`src/rtl/gmii_pkg.sv`:
```
// Shared constants and types for the GMII receive path (framer today, transmitter later).
package gmii_pkg;

   // Line bytes that delimit the start of an Ethernet frame
   localparam logic [7:0]  PREAMBLE_BYTE = 8'h55;
   localparam logic [7:0]  SFD_BYTE      = 8'hD5;

   // Reflected CRC-32 (IEEE 802.3) constants
   localparam logic [31:0] CRC_POLY      = 32'hEDB8_8320;
   localparam logic [31:0] CRC_INIT      = 32'hFFFF_FFFF;
   localparam logic [31:0] CRC_RESIDUE   = 32'hDEBB_20E3;

   // FCS length, which is also the depth of the payload hold-back line
   localparam int          DLY_DEPTH     = 4;

   // Widths of the length field and the statistics counters
   localparam int          LEN_W         = 11;
   localparam int          CNT_W         = 16;

   // Receive framer states
   typedef enum logic [1:0] {
      ST_IDLE     = 2'd0,
      ST_PREAMBLE = 2'd1,
      ST_DATA     = 2'd2,
      ST_DROP     = 2'd3
   } rx_state_t;

endpackage

```
`src/rtl/crc32_d8.sv`:
```
// Byte-wide next-state function of the reflected Ethernet CRC-32.
// Purely combinational so both the receive framer and a future transmitter can share it.
module crc32_d8
   import gmii_pkg::*;
(
   input  logic [31:0] i_crc,
   input  logic [7:0]  i_data,
   output logic [31:0] o_crc
);

   // Shift the eight data bits through the LFSR, least significant bit first
   always_comb begin
      logic [31:0] w_acc;
      w_acc = i_crc;
      for (int i = 0; i < 8; i++) begin
         if (w_acc[0] ^ i_data[i]) begin
            w_acc = (w_acc >> 1) ^ CRC_POLY;
         end else begin
            w_acc = w_acc >> 1;
         end
      end
      o_crc = w_acc;
   end

endmodule

```
`src/rtl/gmii_rx_framer.sv`:
```
// GMII receive framer: hunts preamble/SFD, strips the FCS with a 4-byte hold-back
// line, checks CRC-32 and length, and keeps frame / bad-frame statistics.
module gmii_rx_framer
   import gmii_pkg::*;
#(
   parameter int MIN_FRAME = 64,
   parameter int MAX_FRAME = 1518
) (
   input  logic             gmii_gtx_clk,
   input  logic             rst_n,
   input  logic             gmii_en,
   input  logic [7:0]       gmii_din,
   output logic             rx_dv,
   output logic [7:0]       rx_data,
   output logic             rx_sof,
   output logic             rx_done,
   output logic             rx_crc_ok,
   output logic             rx_len_err,
   output logic [LEN_W-1:0] rx_len,
   output logic [CNT_W-1:0] frame_cnt,
   output logic [CNT_W-1:0] bad_cnt
);

   localparam logic [2:0]  FILL_FULL = 3'(DLY_DEPTH);
   localparam logic [31:0] MIN_U     = 32'(MIN_FRAME);
   localparam logic [31:0] MAX_U     = 32'(MAX_FRAME);

   // Frame length counter that sticks at all-ones instead of wrapping
   function automatic logic [LEN_W-1:0] len_sat_inc(input logic [LEN_W-1:0] len);
      if (&len) begin
         return len;
      end
      return len + 1'b1;
   endfunction

   // Length outside [MIN_FRAME, MAX_FRAME]; a saturated length always exceeds any sane MAX
   function automatic logic len_is_bad(input logic [LEN_W-1:0] len);
      logic [31:0] len32;
      len32 = {{(32-LEN_W){1'b0}}, len};
      return (len32 < MIN_U) || (len32 > MAX_U) || (&len);
   endfunction

   rx_state_t                    r_state;
   logic [DLY_DEPTH-1:0][7:0]    r_dly;
   logic [2:0]                   r_fill;
   logic [31:0]                  r_crc;
   logic [LEN_W-1:0]             r_len;
   logic                         r_sof_pend;

   logic                         r_dv;
   logic [7:0]                   r_data;
   logic                         r_sof;
   logic                         r_done;
   logic                         r_crc_ok;
   logic                         r_len_err;
   logic [LEN_W-1:0]             r_len_out;
   logic [CNT_W-1:0]             r_frame_cnt;
   logic [CNT_W-1:0]             r_bad_cnt;

   logic [31:0]                  w_crc_next;
   logic                         w_crc_good;
   logic                         w_len_bad;

   crc32_d8 u_crc (
      .i_crc  (r_crc),
      .i_data (gmii_din),
      .o_crc  (w_crc_next)
   );

   // End-of-frame status is judged on the totals accumulated up to the last byte
   assign w_crc_good = (r_crc == CRC_RESIDUE);
   assign w_len_bad  = len_is_bad(r_len);

   // Framer FSM with the hold-back line, CRC/length accumulation and registered outputs
   always_ff @(posedge gmii_gtx_clk) begin
      if (!rst_n) begin
         r_state     <= ST_IDLE;
         r_dly       <= '0;
         r_fill      <= '0;
         r_crc       <= CRC_INIT;
         r_len       <= '0;
         r_sof_pend  <= 1'b0;
         r_dv        <= 1'b0;
         r_data      <= '0;
         r_sof       <= 1'b0;
         r_done      <= 1'b0;
         r_crc_ok    <= 1'b0;
         r_len_err   <= 1'b0;
         r_len_out   <= '0;
         r_frame_cnt <= '0;
         r_bad_cnt   <= '0;
      end else begin
         // Strobes are single-cycle unless re-asserted below
         r_dv   <= 1'b0;
         r_sof  <= 1'b0;
         r_done <= 1'b0;

         case (r_state)
            ST_IDLE: begin
               if (gmii_en) begin
                  r_state <= (gmii_din == PREAMBLE_BYTE) ? ST_PREAMBLE : ST_DROP;
               end
            end

            ST_PREAMBLE: begin
               if (!gmii_en) begin
                  // Preamble with no SFD is not a frame: no status strobe
                  r_state <= ST_IDLE;
               end else if (gmii_din == SFD_BYTE) begin
                  r_state    <= ST_DATA;
                  r_crc      <= CRC_INIT;
                  r_len      <= '0;
                  r_fill     <= '0;
                  r_sof_pend <= 1'b1;
               end else if (gmii_din != PREAMBLE_BYTE) begin
                  r_state <= ST_DROP;
               end
            end

            ST_DATA: begin
               if (gmii_en) begin
                  r_dly <= {r_dly[DLY_DEPTH-2:0], gmii_din};
                  r_crc <= w_crc_next;
                  r_len <= len_sat_inc(r_len);
                  // Only a byte pushed out by a newer one is payload; the final four are FCS
                  if (r_fill == FILL_FULL) begin
                     r_dv       <= 1'b1;
                     r_data     <= r_dly[DLY_DEPTH-1];
                     r_sof      <= r_sof_pend;
                     r_sof_pend <= 1'b0;
                  end else begin
                     r_fill <= r_fill + 3'd1;
                  end
               end else begin
                  // End of frame: report status, bump statistics, discard the held FCS bytes
                  r_state     <= ST_IDLE;
                  r_done      <= 1'b1;
                  r_crc_ok    <= w_crc_good;
                  r_len_err   <= w_len_bad;
                  r_len_out   <= r_len;
                  r_frame_cnt <= r_frame_cnt + 1'b1;
                  if (!w_crc_good || w_len_bad) begin
                     r_bad_cnt <= r_bad_cnt + 1'b1;
                  end
                  r_fill      <= '0;
                  r_sof_pend  <= 1'b0;
               end
            end

            ST_DROP: begin
               if (!gmii_en) begin
                  r_state <= ST_IDLE;
               end
            end

            default: begin
               r_state <= ST_IDLE;
            end
         endcase
      end
   end

   assign rx_dv      = r_dv;
   assign rx_data    = r_data;
   assign rx_sof     = r_sof;
   assign rx_done    = r_done;
   assign rx_crc_ok  = r_crc_ok;
   assign rx_len_err = r_len_err;
   assign rx_len     = r_len_out;
   assign frame_cnt  = r_frame_cnt;
   assign bad_cnt    = r_bad_cnt;

endmodule

```
`config.mk`:
```
export PLATFORM = sky130hd
export DESIGN_NAME = gmii_rx_framer
export DESIGN_NICKNAME = d
export VERILOG_FILES = /design/src/rtl/gmii_pkg.sv /design/src/rtl/crc32_d8.sv /design/src/rtl/gmii_rx_framer.sv
export SDC_FILE = /design/constraint.sdc
export NUM_CORES = 1
export LEC_CHECK = 0
export CAP_MARGIN = 5
export CORE_MARGIN = 4
export CORE_UTILIZATION = 50
export CTS_CLUSTER_SIZE = 16
export DETAILED_ROUTE_END_ITERATION = 7
export PLACE_DENSITY = 0.74
export SKIP_LAST_GASP = 1
export SLEW_MARGIN = 30
export SYNTH_ARGS = -nofsm -noshare
export SYNTH_HDL_FRONTEND = slang
export SYNTH_SLANG_ARGS = --single-unit
export TNS_END_PERCENT = 50
```
`constraint.sdc`:
```
create_clock -name gmii_gtx_clk -period 2.9 [get_ports gmii_gtx_clk]
set_clock_uncertainty 0.15 [all_clocks]
set_input_delay 0.58 -clock gmii_gtx_clk [delete_from_list [all_inputs] [get_ports gmii_gtx_clk]]
set_output_delay 0.58 -clock gmii_gtx_clk [all_outputs]
set_load 0.05 [all_outputs]
```
==> results of run 1 <==
[stage by stage]
step / setup slack, ns / utilization (%) / instances / total power [mW]
2_1_floorplan: 0.642 / - / 720 / 2.51
3_3_place_gp: 0.127 / 58.6 / 945 / 2.67
3_5_place_dp: 0.0456 / 58.6 / 945 / 2.68
4_1_cts: 0.359 / 63.6 / 976 / 4.96
5_1_grt: 0.323 / 63.6 / 976 / 5.09
6_report: 0.360 / 63.6 / 976 / 4.92
[cell families (layout without fill, tap and decap cells)]
| group | after synthesis | count (layout) | share of synthesized area, % |
|---|---|---|---|
| compound gates | 146 | 146 | 13.9 |
| xor+xnor | 85 | 85 | 15.7 |
| fa+ha+maj | 5 | 5 | 0.979 |
| buf+inv | 56 | 140 | 3.90 |
| flops | 137 | 137 | 42.9 |
| mux | 5 | 5 | 0.783 |
| simple gates | 286 | 286 | 21.8 |
[synth_stat cells (all sizes together) (2+ instances only)]
cell type	count	area [um2]
a2bb2oi	4	35.0
a21o	2	15.0
o22ai	14	87.6
nor4	3	18.8
nor2	26	97.6
nand2b	5	31.3
nand2	154	578
ha	5	62.6
nand3b	5	37.5
nand4b	4	35.0
inv	12	45.0
o31ai	12	90.1
buf	17	103
or3	9	56.3
dfxtp	137	2740
and4	3	26.3
o21ai	21	113
and2	4	25.0
a21oi	82	440
xnor2	57	604
nor3	10	50.1
nor4bb	3	30.0
clkbuf	27	101
xor2	17	149
xnor3	10	228
nand3	12	60.1
and4bb	2	25.0
or4	16	124
nand4	16	100
mux2i	5	50.1
and3	10	62.6
[layout make-up]
type	instances	area (um2)	area share, %
timing repair buffer	97	956	12.0
tap	172	215	2.69
multi-input combinational	527	3400	42.6
clock inverter	12	174	2.18
inverter	12	45.0	0.564
clock buffer	19	453	5.67
sequential	137	2740	34.3
[cells in the final DEF (no fill, tap or decap), types with 8 or more instances in the layout]
master | synthesis | routed
a21oi_1 | 74 | 74
a21oi_2 | 8 | 8
and3_1 | 10 | 10
buf_4 | 0 | 26
clkbuf_16 | 0 | 17
clkdlybuf4s50_1 | 0 | 66
dfxtp_1 | 137 | 137
inv_1 | 11 | 11
nand2_1 | 154 | 154
nand3_1 | 12 | 12
nand4_1 | 16 | 16
nor2_1 | 26 | 26
nor3_1 | 10 | 10
o21ai_0 | 17 | 17
o22ai_1 | 14 | 14
o31ai_1 | 12 | 12
or3_1 | 9 | 9
or4_1 | 15 | 15
xnor2_1 | 46 | 46
xnor2_2 | 9 | 9
xnor3_1 | 8 | 8
xor2_1 | 17 | 17
[sequential cells by signal, summed over array words and instances (netlist names)]
register    count
r_crc          32
r_dly          32
bad_cnt        16
frame_cnt      16
r_len          11
rx_len         11
rx_data         8
r_fill          3
r_state         2
r_sof_pend      1
rx_crc_ok       1
rx_done         1
rx_dv           1
rx_len_err      1
rx_sof          1
[worst min-delay path by stage]
| stage | slack, ns | endpoint | depth (start not counted) |
|---|---|---|---|
| 2_1_floorplan | 0.27 | rx_sof$_SDFF_PN0_ | 2 |
| 3_3_place_gp | 0.29 | rx_data[7]$_SDFFE_PN0P_ | 2 |
| 3_5_place_dp | 0.29 | rx_data[2]$_SDFFE_PN0P_ | 2 |
| 4_1_cts | 0.30 | r_dly[12]$_SDFFE_PN0P_ | 2 |
| 5_1_grt | 0.32 | r_dly[25]$_SDFFE_PN0P_ | 2 |
| 6_report | 0.30 | rx_data[4]$_SDFFE_PN0P_ | 2 |
[report_power, final]
group / total (mW) / switching, mW / internal [mW]
Clock: 2.28 / 0.805 / 1.47
Combinational: 0.686 / 0.324 / 0.362
Sequential: 1.96 / 0.0411 / 1.92
[per-layer routing]
metal / share of wire (%) / up-vias / global-route usage [%]
met5: 0 / - / 0
met3: 5.2 / 23 / 5.69
met2: 49 / 151 / 34.8
met4: 1.3 / 0 / 7.72
met1: 44 / 2541 / 25.7
li1: - / 2646 / -
==> results by stage, run 1 <==
Final layout:
- The share of final-layout standard cells stronger than drive strength 1 is 11.4%.
- In the final design database the tool counted around 810 nets.
- Fill cells in the final layout number 1003.
- The number of antenna cells inserted is 0.
- The area added between synthesis and finish is 25.0%.
- The summed area of non-filler cells in the final layout is 7990 um2.

Route:
- After detailed routing, the number of remaining DRC violations is 0.
- The detail route stage leaves a number of antenna-violating nets equal to 0.
- The post-detailed-route wirelength per cell is 15.2 um.
- The number of detailed-routing iterations run before antenna repair is 7.
- For this block, the via count after detailed routing is between 5000 and 6000.
- The number of DRC violations after detailed-routing iteration 0 is ~440.
- For this block, the routed nets add up to between 10 and 15 mm of wire.
- In the routed layout, each cell is associated on average with a via count of between 5 and 6.

Power and ir drop:
- In this run the static leakage power is between 2 and 3 nW.
- The worst voltage drop across the vdd grid is about 0.42 mV.
- The areal power density over the cells is roughly 620 nW/um2.

Placed design:
- The instance area at placement is 7360 um2.
- Input and output buffers added on the ports amount to 66.
- Routability-driven placement finished with a final weighted congestion of between 0.9 and 1.
- Detailed placement finished with a half-perimeter wire length of approximately 10 mm.

Synthesis:
- The number of storage elements in the synthesis netlist is ~140.
- The average cell area after synthesis is 8.87 um2.
- The number of enable-type register cells in the synthesized netlist is 0.
- The share of async-settable or async-resettable flops after synthesis is 0%.
- After technology mapping, the gate count stands at slightly above 700.
- The net count of the mapped netlist is roughly 740.
- The count of cell types in the netlist is between 50 and 60.
- The synthesized netlist occupies a cell area of between 6000 and 7000 um2.
- The main flop type after synthesis is dfxtp_1.
- The count of warnings emitted by yosys is 0.
- The share of the yosys chip area belonging to registers is a little over two fifths.

Critical path:
- Counting cells, the worst reg-to-reg path comes to 6.
- The end of the critical path is bad_cnt[2].
- For flop-to-flop paths, the worst setup slack is about 0.6 ns.
- The worst register-to-register path begins at r_crc[21]$_SDFFE_PN1P_.
- The start point of the critical path is bad_cnt[2]$_SDFFE_PN0P_.
- Of all nets on the critical path, the largest fanout is 10.
- The critical path goes through clkdlybuf4s50_1.
- The critical path launch point type is a flop.
- The endpoint identified for the worst register-to-register timing path is bad_cnt[13]$_SDFFE_PN0P_.
- The critical path buffer and inverter count is 1.
- The longest individual stage delay on the worst path is approximately 0.87 ns.
- At the worst endpoint, the arrival time is between 1.5 and 2 ns.
- The required arrival time at the worst endpoint is between 2 and 2.5 ns.
- The cell depth of the worst setup path is 1.
- The cell with the biggest individual delay on the critical path is clkdlybuf4s50_1.
- The critical path is of the flop to output port type.
- STA classifies the critical path endpoint as an output port.
- The kind of cell with the highest combined delay along the critical path is buffers and inverters.

Clock tree:
- Clock-pin slew was measured on the worst setup and hold paths at approximately 0.06 ns.
- TritonCTS built the clock tree.
- The H-tree was split into 4 levels.
- In this run, post-CTS repair resized a total of 0 instances.
- The clock passes through at most 2 buffers.
- The root buffer cell chosen for the clock tree is clkbuf_16.
- In this run the post-CTS setup repair buffer count came out at 0.
- The number of buffers inserted for hold repair after clock tree synthesis is 0.
- The clock network latency to the later pin of the worst-skew pair is 0.43 ns.
- The TritonCTS buffer count is 17.
- The number of sinks handled by clock tree synthesis is 137.

Floorplanning:
- In this run the horizontal extent of the chip is around 120 um.
- The vertical extent of the die is between 100 and 150 um.
- For this design the top-level I/O count stands at 67.
- The floorplan step defined a die boundary enclosing approximately 15000 um2.
- The starting density of the core is between 50% and 60%.
- The floorplan core area is ~13000 um2.
- Row generation in the floorplan step produced roughly 40 rows.

Hold path:
- The tightest min-delay check is of the flop to flop type.
- The worst hold path begins at r_dly[28]$_SDFFE_PN0P_.

STA:
- After routing, the total negative slack on setup checks comes to 0 ns.
- The minimum hold slack is 0.298 ns.
- The share of the cycle needed by the critical path after routing is between 80% and 90%.
- Setup violations remaining at the end of the flow were counted as 0.
- Timing would allow up to slightly below 400 MHz.
- The hold violation count in the final report is 0.
- Setup repair after global routing left no endpoint under its margin.
- The relative slew slack is 61.6%.
- The slew at the pin with the worst max-slew slack is about 0.57 ns.
- The routed design could run at a clock period as short as about 2.5 ns.
- The max-slew violation count came to 0.

Global route:
- The first global-routing pass estimated roughly 24 mm of wire.
- After global routing the overflow that remains totals 0.
- The number of global-route vias before repair is between 5000 and 6000.
- The number of antenna violations at the first check in global routing is 0.
- The total track usage is about a fifth.
- The maximum number of pins on one net before global-route repair is 47.

Status:
- The flow ran to the end, and the final reports show no timing, DRC or antenna violations.

Flow run:
- The tool flagged a number of max-cap violations equal to 0.
No activity file was read; power rests on OpenSTA's default activity.
==> inputs of run 2 (changes only) <==
==> constraint.sdc (replaced) <==
create_clock -name gmii_gtx_clk -period 2.9 [get_ports gmii_gtx_clk]
set_clock_uncertainty 0.15 [all_clocks]
set_input_delay 0.58 -clock gmii_gtx_clk [delete_from_list [all_inputs] [get_ports gmii_gtx_clk]]
set_output_delay 0.58 -clock gmii_gtx_clk [all_outputs]
set_load 0.01 [all_outputs]
==> results of run 2 <==
The final DEF is identical to that of run 1. Status: finished, final reports clean.
Among the figures that moved: clock-pin slew on the worst setup and hold paths 0.06 ns -> 0.05 ns; setup slack after layout 0.360 ns -> 0.452 ns; start point of the critical path bad_cnt[2]$_SDFFE_PN0P_ -> gmii_din[1]; end point of the critical path bad_cnt[2] -> r_len[8]$_SDFFE_PN0P_
